[config.mk]
export PLATFORM = sky130hd
export DESIGN_NAME = operand2_fetch_flat
export DESIGN_NICKNAME = d
export VERILOG_FILES = /design/src/rtl/operand2_fetch_pkg.sv /design/src/rtl/operand2_fetch_if.sv /design/src/rtl/operand2_fetch_op2_field_decode.sv /design/src/rtl/operand2_fetch.sv /design/src/flat_wrapper.sv
export SDC_FILE = /design/constraint.sdc
export NUM_CORES = 1
export LEC_CHECK = 0
export ABC_AREA = 0
export CORE_MARGIN = 5
export CORE_UTILIZATION = 35
export CTS_CLUSTER_DIAMETER = 40
export DETAILED_ROUTE_END_ITERATION = 10
export PLACE_DENSITY = 0.77
export SETUP_SLACK_MARGIN = 0.15
export SYNTH_ARGS = -nofsm -noshare
export SYNTH_HDL_FRONTEND = slang
export SYNTH_SLANG_ARGS = --single-unit
export TNS_END_PERCENT = 100
[constraint.sdc]
create_clock -name clk -period 4.5 [get_ports clk]
set_clock_uncertainty 0.05 [all_clocks]
set_input_delay 1.125 -clock clk [delete_from_list [all_inputs] [get_ports clk]]
set_output_delay 1.125 -clock clk [all_outputs]
set_load 0.02 [all_outputs]
[src/rtl/operand2_fetch_pkg.sv]
// operand2_fetch_pkg: shared encodings, FSM states and Operand2 field positions.
// Operand2 is numbered [12:1], so every field position below is one-based.
package operand2_fetch_pkg;
    typedef enum logic [2:0] {IDLE, RD_RM, CAP_RM, CAP_RS, DONE} state_t;
    localparam logic [1:0] SH_LSL = 2'b00;
    localparam logic [1:0] SH_LSR = 2'b01;
    localparam logic [1:0] SH_ASR = 2'b10;
    localparam logic [1:0] SH_ROR = 2'b11;
    // SHIFT_OP[1]: 1 = register-specified amount or pass-on-zero, 0 = immediate amount
    localparam logic SHOP_REG = 1'b1;
    localparam logic SHOP_IMM = 1'b0;
    localparam int RM_HI    = 4;
    localparam int RM_LO    = 1;
    localparam int REGSH    = 5;
    localparam int TYPE_HI  = 7;
    localparam int TYPE_LO  = 6;
    localparam int SHIMM_HI = 12;
    localparam int SHIMM_LO = 8;
    localparam int RS_HI    = 12;
    localparam int RS_LO    = 9;
    localparam int ROT_HI   = 12;
    localparam int ROT_LO   = 9;
    localparam int IMM8_HI  = 8;
    localparam int IMM8_LO  = 1;
endpackage

[src/rtl/operand2_fetch_if.sv]
// operand2_fetch_if: request, register-file read and shifter-operand signals of operand2_fetch.
interface operand2_fetch_if;
    logic        Start;
    logic        I_bit;
    logic [12:1] Operand2;
    logic        Rd_En;
    logic [3:0]  Rd_Addr;
    logic [31:0] Rd_Data;
    logic [31:0] Shift_Data;
    logic [7:0]  Shift_Num;
    logic [3:1]  SHIFT_OP;
    logic        Busy;
    logic        Done;
    modport master (
        output Start, I_bit, Operand2, Rd_Data,
        input  Rd_En, Rd_Addr, Shift_Data, Shift_Num, SHIFT_OP, Busy, Done
    );
    modport slave (
        input  Start, I_bit, Operand2, Rd_Data,
        output Rd_En, Rd_Addr, Shift_Data, Shift_Num, SHIFT_OP, Busy, Done
    );
endinterface

[src/rtl/operand2_fetch_op2_field_decode.sv]
// op2_field_decode: splits an ARM data-processing Operand2 field into its sub-fields.
module op2_field_decode
    import operand2_fetch_pkg::*;
(
    input  logic [12:1] op2,
    output logic [3:0]  rm,
    output logic [3:0]  rs,
    output logic [1:0]  sh_type,
    output logic        reg_shift,
    output logic [4:0]  shift_imm,
    output logic [3:0]  rot,
    output logic [7:0]  imm8
);
    assign rm        = op2[RM_HI:RM_LO];
    assign rs        = op2[RS_HI:RS_LO];
    assign sh_type   = op2[TYPE_HI:TYPE_LO];
    assign reg_shift = op2[REGSH];
    assign shift_imm = op2[SHIMM_HI:SHIMM_LO];
    assign rot       = op2[ROT_HI:ROT_LO];
    assign imm8      = op2[IMM8_HI:IMM8_LO];
endmodule

[src/rtl/operand2_fetch.sv]
// operand2_fetch: fetches the shifter operands (data, amount, type) for an ARM Operand2 field,
// reading Rm and optionally Rs from the register file.
module operand2_fetch
    import operand2_fetch_pkg::*;
(
    input logic clk,
    input logic rst,
    operand2_fetch_if.slave bus
);
    state_t      state, next;
    logic [12:1] op2_q;
    logic [12:1] op2;
    logic        accept;
    logic [3:0]  rm, rs, rot;
    logic [1:0]  sh_type;
    logic        reg_shift;
    logic [4:0]  shift_imm;
    logic [7:0]  imm8;

    assign accept = bus.Start && (state == IDLE || state == DONE);
    // Decode the live field on the accepting edge, the latched copy otherwise
    assign op2 = accept ? bus.Operand2 : op2_q;

    op2_field_decode u_dec (
        .op2       (op2),
        .rm        (rm),
        .rs        (rs),
        .sh_type   (sh_type),
        .reg_shift (reg_shift),
        .shift_imm (shift_imm),
        .rot       (rot),
        .imm8      (imm8)
    );

    always_ff @(posedge clk)
        state <= rst ? IDLE : next;

    always_comb
        next = state == RD_RM  ? CAP_RM :
               state == CAP_RM ? (reg_shift ? CAP_RS : DONE) :
               state == CAP_RS ? DONE :
               accept          ? (bus.I_bit ? DONE : RD_RM) : IDLE;

    always_comb begin
        bus.Busy    = state inside {RD_RM, CAP_RM, CAP_RS};
        bus.Done    = state == DONE;
        bus.Rd_En   = state == RD_RM || (state == CAP_RM && reg_shift);
        bus.Rd_Addr = state == RD_RM ? rm : (state == CAP_RM && reg_shift) ? rs : 4'd0;
    end

    always_ff @(posedge clk) begin
        if (rst) begin
            op2_q          <= '0;
            bus.Shift_Data <= '0;
            bus.Shift_Num  <= '0;
            bus.SHIFT_OP   <= '0;
        end else if (accept) begin
            op2_q <= bus.Operand2;
            if (bus.I_bit) begin
                bus.Shift_Data <= {24'b0, imm8};
                bus.SHIFT_OP   <= {SH_ROR, SHOP_REG};
                bus.Shift_Num  <= {3'b0, rot, 1'b0};
            end
        end else if (state == CAP_RM) begin
            bus.Shift_Data <= bus.Rd_Data;
            if (!reg_shift) begin
                bus.SHIFT_OP  <= {sh_type, SHOP_IMM};
                bus.Shift_Num <= {3'b0, shift_imm};
            end
        end else if (state == CAP_RS) begin
            bus.Shift_Num <= bus.Rd_Data[7:0];
            bus.SHIFT_OP  <= {sh_type, SHOP_REG};
        end
    end
endmodule

[src/flat_wrapper.sv]
// flat-port wrapper written by rule: the top's interface ports become plain ports
module operand2_fetch_flat import operand2_fetch_pkg::*;
  (clk, rst, bus_Start, bus_I_bit, bus_Operand2, bus_Rd_Data, bus_Rd_En, bus_Rd_Addr, bus_Shift_Data, bus_Shift_Num, bus_SHIFT_OP, bus_Busy, bus_Done);
  operand2_fetch_if bus_i ();
  input logic clk;
  input logic rst;
  input wire logic [$bits(bus_i.Start)-1:0] bus_Start;
  input wire logic [$bits(bus_i.I_bit)-1:0] bus_I_bit;
  input wire logic [$bits(bus_i.Operand2)-1:0] bus_Operand2;
  input wire logic [$bits(bus_i.Rd_Data)-1:0] bus_Rd_Data;
  output wire logic [$bits(bus_i.Rd_En)-1:0] bus_Rd_En;
  output wire logic [$bits(bus_i.Rd_Addr)-1:0] bus_Rd_Addr;
  output wire logic [$bits(bus_i.Shift_Data)-1:0] bus_Shift_Data;
  output wire logic [$bits(bus_i.Shift_Num)-1:0] bus_Shift_Num;
  output wire logic [$bits(bus_i.SHIFT_OP)-1:0] bus_SHIFT_OP;
  output wire logic [$bits(bus_i.Busy)-1:0] bus_Busy;
  output wire logic [$bits(bus_i.Done)-1:0] bus_Done;
  assign bus_i.Start = bus_Start;
  assign bus_i.I_bit = bus_I_bit;
  assign bus_i.Operand2 = bus_Operand2;
  assign bus_i.Rd_Data = bus_Rd_Data;
  assign bus_Rd_En = bus_i.Rd_En;
  assign bus_Rd_Addr = bus_i.Rd_Addr;
  assign bus_Shift_Data = bus_i.Shift_Data;
  assign bus_Shift_Num = bus_i.Shift_Num;
  assign bus_SHIFT_OP = bus_i.SHIFT_OP;
  assign bus_Busy = bus_i.Busy;
  assign bus_Done = bus_i.Done;
  operand2_fetch u_core (.clk(clk), .rst(rst), .bus(bus_i));
endmodule
==> metrics.txt <==
GRT met1 Usage=19.7%; unique cell type count in the Yosys netlist=35; critical path's most frequent cell=clkdlybuf4s50_1; fill count=579; gp weighted congestion=0.776; layout cell share with drive strength beyond 1=8.24%; crit-path cells=clkdlybuf4s50_1, nand2_1, mux2i_1, o21ai_0, clkdlybuf4s50_1; Root Buffer=clkbuf_8; Resized Gates After CTS=0; diode count=0; # nets final=396; clk_lat worst skew=330 ps; Clock Sinks=58; Async S/R FF share, synth=0%; initial core utilization=36.2%; Clock Tree Buf Depth=2; Worst-Margin Slew=1090 ps; CTS clock-pin slew for the worst setup and hold paths=70 ps; critical setup path kind=input pin to output pin; register area share after synthesis=49.9%; Setup Fix Bufs, Post-CTS=0; area grow syn2layout=49.8%; R2R depth=5; first-pass GRT wire length=10800 um; Hold Crit Depth=2; HP Class=flop to flop; WHS Endpoint=u_core.op2_q[3]; RSZ-0062 raised after global routing=no; Overall Global Routing Usage=15.8%; Worst EP arrival=2930 ps; TritonRoute pass-1 iters=4; Worst slew margin=27.5%; reg2reg setup slack=2280 ps; Final Slew Violations=0; hold_sp=u_core.op2_q[3]; CTS tree=yes; yosys warns=0; Final Cycle Share=91.3%; peak supply drop=0.000212 V; cell area after synthesis=2320 sq um; I/O Buffers=97; Hold Buf Count CTS=0; CP max stage delay=650 ps; Max-cap violations=0; total CTS buffers=9; maximum fanout along the worst path=9; Pleak=1.27 nW; # DRC=0; Post-Syn Instances=257; RR Endpoint=u_core.bus.Shift_Data[0]; DR vias/cell=5.13; total grt overflow=0; Startpoint Class=input pin; Crit-path slowest cell=clkdlybuf4s50_1; synthesis-stage register bit count=58; Crit path required time=3320 ps; fin crit period=4110 ps; met3 Usage GRT=5.87%; Vias=2199; final wirelength=6520 um; element type at the critical path end=output pin; Avg Cell Area, Syn=9.05 sq um; final setup fails=0; Top FF cell, synth=dfxtp_1; Post-synth EDFFs=0; reg2reg start=u_core.state[0]; setup TNS=0 ps; num ports=98; WL per Instance=15.2 um; Power Dens Cells=347 nW/um^2; Post-DRT Antenna Nets=0; largest net degree at the start of global routing=59; initial antenna violation count=0; Die ar.=8370 sq um; crit-path leading delay family=buffers and inverters; total power=0.00121 W; status=finished clean; Die Wd=91.5 um; GR peak layer=met2; CTS H-tree lvls=3; net count after synthesis=305; met2 global-route usage=24.6%; Peak Freq=0.243 GHz; hpwl dp=4530 um; std cell rows=29; Core ar.=6420 sq um; Final Hold Vio Count=0; vias in the first global route=2235; die height=91.5 um; initial DRC count=127; worst path bufs/invs=2
placed cells by master (no fill, tap or decap), types with 2 or more instances in the layout:
cell             count
inv_1                2
buf_4                3
clkinv_2             2
dfxtp_1             58
a32oi_1              3
nor2_2               2
nand2b_1             2
and2_1               2
nand2_1             34
clkbuf_1             2
a311oi_2             2
nor2_1              50
a211oi_1             3
nor2b_1              3
a21oi_1             14
a22oi_1             25
o22a_2               3
o21ai_0              5
a311oi_1             6
nor3_1               3
clkdlybuf4s50_1     96
o221ai_1             4
clkbuf_8            10
mux2i_1              4
area by class of cell:
cell class,instances,area [sq um],share of cell area [%]
multi-input cells,177,1040,30.0
clock buffers,12,145,4.17
flip-flops and latches,58,1160,33.3
clock inverters,3,40.0,1.15
inverters,2,7.51,0.216
well taps,77,96.3,2.77
repair buffers,100,988,28.4
state kept, by name (all words and copies together) (netlist names):
signal,count
u_core.bus.SHIFT_OP,3
u_core.bus.Shift_Num,8
u_core.bus.Shift_Data,32
u_core.state,3
u_core.op2_q,12
Yosys cell counts, types with 2 or more instances:
| cell | instances | area, sq um |
|---|---|---|
| buf_2 | 8 | 40.0 |
| a21oi_1 | 14 | 70.1 |
| nor2_2 | 2 | 12.5 |
| a22oi_1 | 25 | 188 |
| buf_6 | 3 | 33.8 |
| a32oi_1 | 3 | 26.3 |
| o21ai_0 | 5 | 25.0 |
| o22a_2 | 3 | 30.0 |
| nor3_1 | 3 | 15.0 |
| a311oi_2 | 2 | 30.0 |
| inv_1 | 2 | 7.51 |
| nand2b_1 | 2 | 12.5 |
| a211oi_1 | 3 | 22.5 |
| nor2_1 | 50 | 188 |
| a311oi_1 | 6 | 52.6 |
| dfxtp_1 | 58 | 1160 |
| o221ai_1 | 4 | 35.0 |
| and2_1 | 2 | 12.5 |
| nand2_1 | 34 | 128 |
| clkbuf_1 | 6 | 22.5 |
| mux2i_1 | 4 | 40.0 |
| nor2b_1 | 3 | 18.8 |
| buf_4 | 3 | 22.5 |
metal layers:
layer  part of all wire [%]  vias to the layer above
met1                     45                     1015
met5                      0                        -
li1                       -                     1087
met2                     45                       88
met4                    1.3                        0
met3                    8.6                        9
power by group:
| part | internal (W) | total (W) | switching (W) |
|---|---|---|---|
| sequential | 0.000536 | 0.000554 | 0.0000177 |
| clock | 0.000266 | 0.000466 | 0.000200 |
| combinational | 0.0000955 | 0.000187 | 0.0000918 |
| total | 0.000898 | 0.00121 | 0.000309 |
worst max-delay path by stage:
stage	startpoint	depth (start not counted)	end
global placement	bus_Start	5	bus_Rd_Addr[3]
floorplan	bus_Start	4	bus_Rd_Addr[0]
CTS	bus_Start	5	bus_Rd_Addr[3]
global route	bus_Start	5	bus_Rd_Addr[3]
finish	bus_Start	5	bus_Rd_Addr[3]
detailed placement	bus_Start	5	bus_Rd_Addr[3]
through the flow:
stage	setup WS [ps]	utilization [%]	instance area, sq um	instances	hold WS, ps
after floorplan	1350	-	2320	257	386
after global placement	432	51.3	3300	414	394
after detailed placement	427	51.3	3300	414	400
after CTS	416	54.2	3480	429	409
after global routing	314	54.2	3480	429	423
final	392	54.2	3480	429	409
tightest hold or removal path, stage by stage (launching register included):
cell,delay [ps]
dfxtp_1,310
nand2_1,50
a21oi_1,50
cells by family (layout without fill, tap and decap cells):
logic type      count (synthesis)  count (layout)  synth area share, %
flops                          58              58                 49.9
simple gates                  101             101                 19.2
buf+inv                        22             117                 5.44
compound gates                 72              72                 23.7
mux                             4               4                 1.72
No activity file was read; power rests on OpenSTA's default activity.
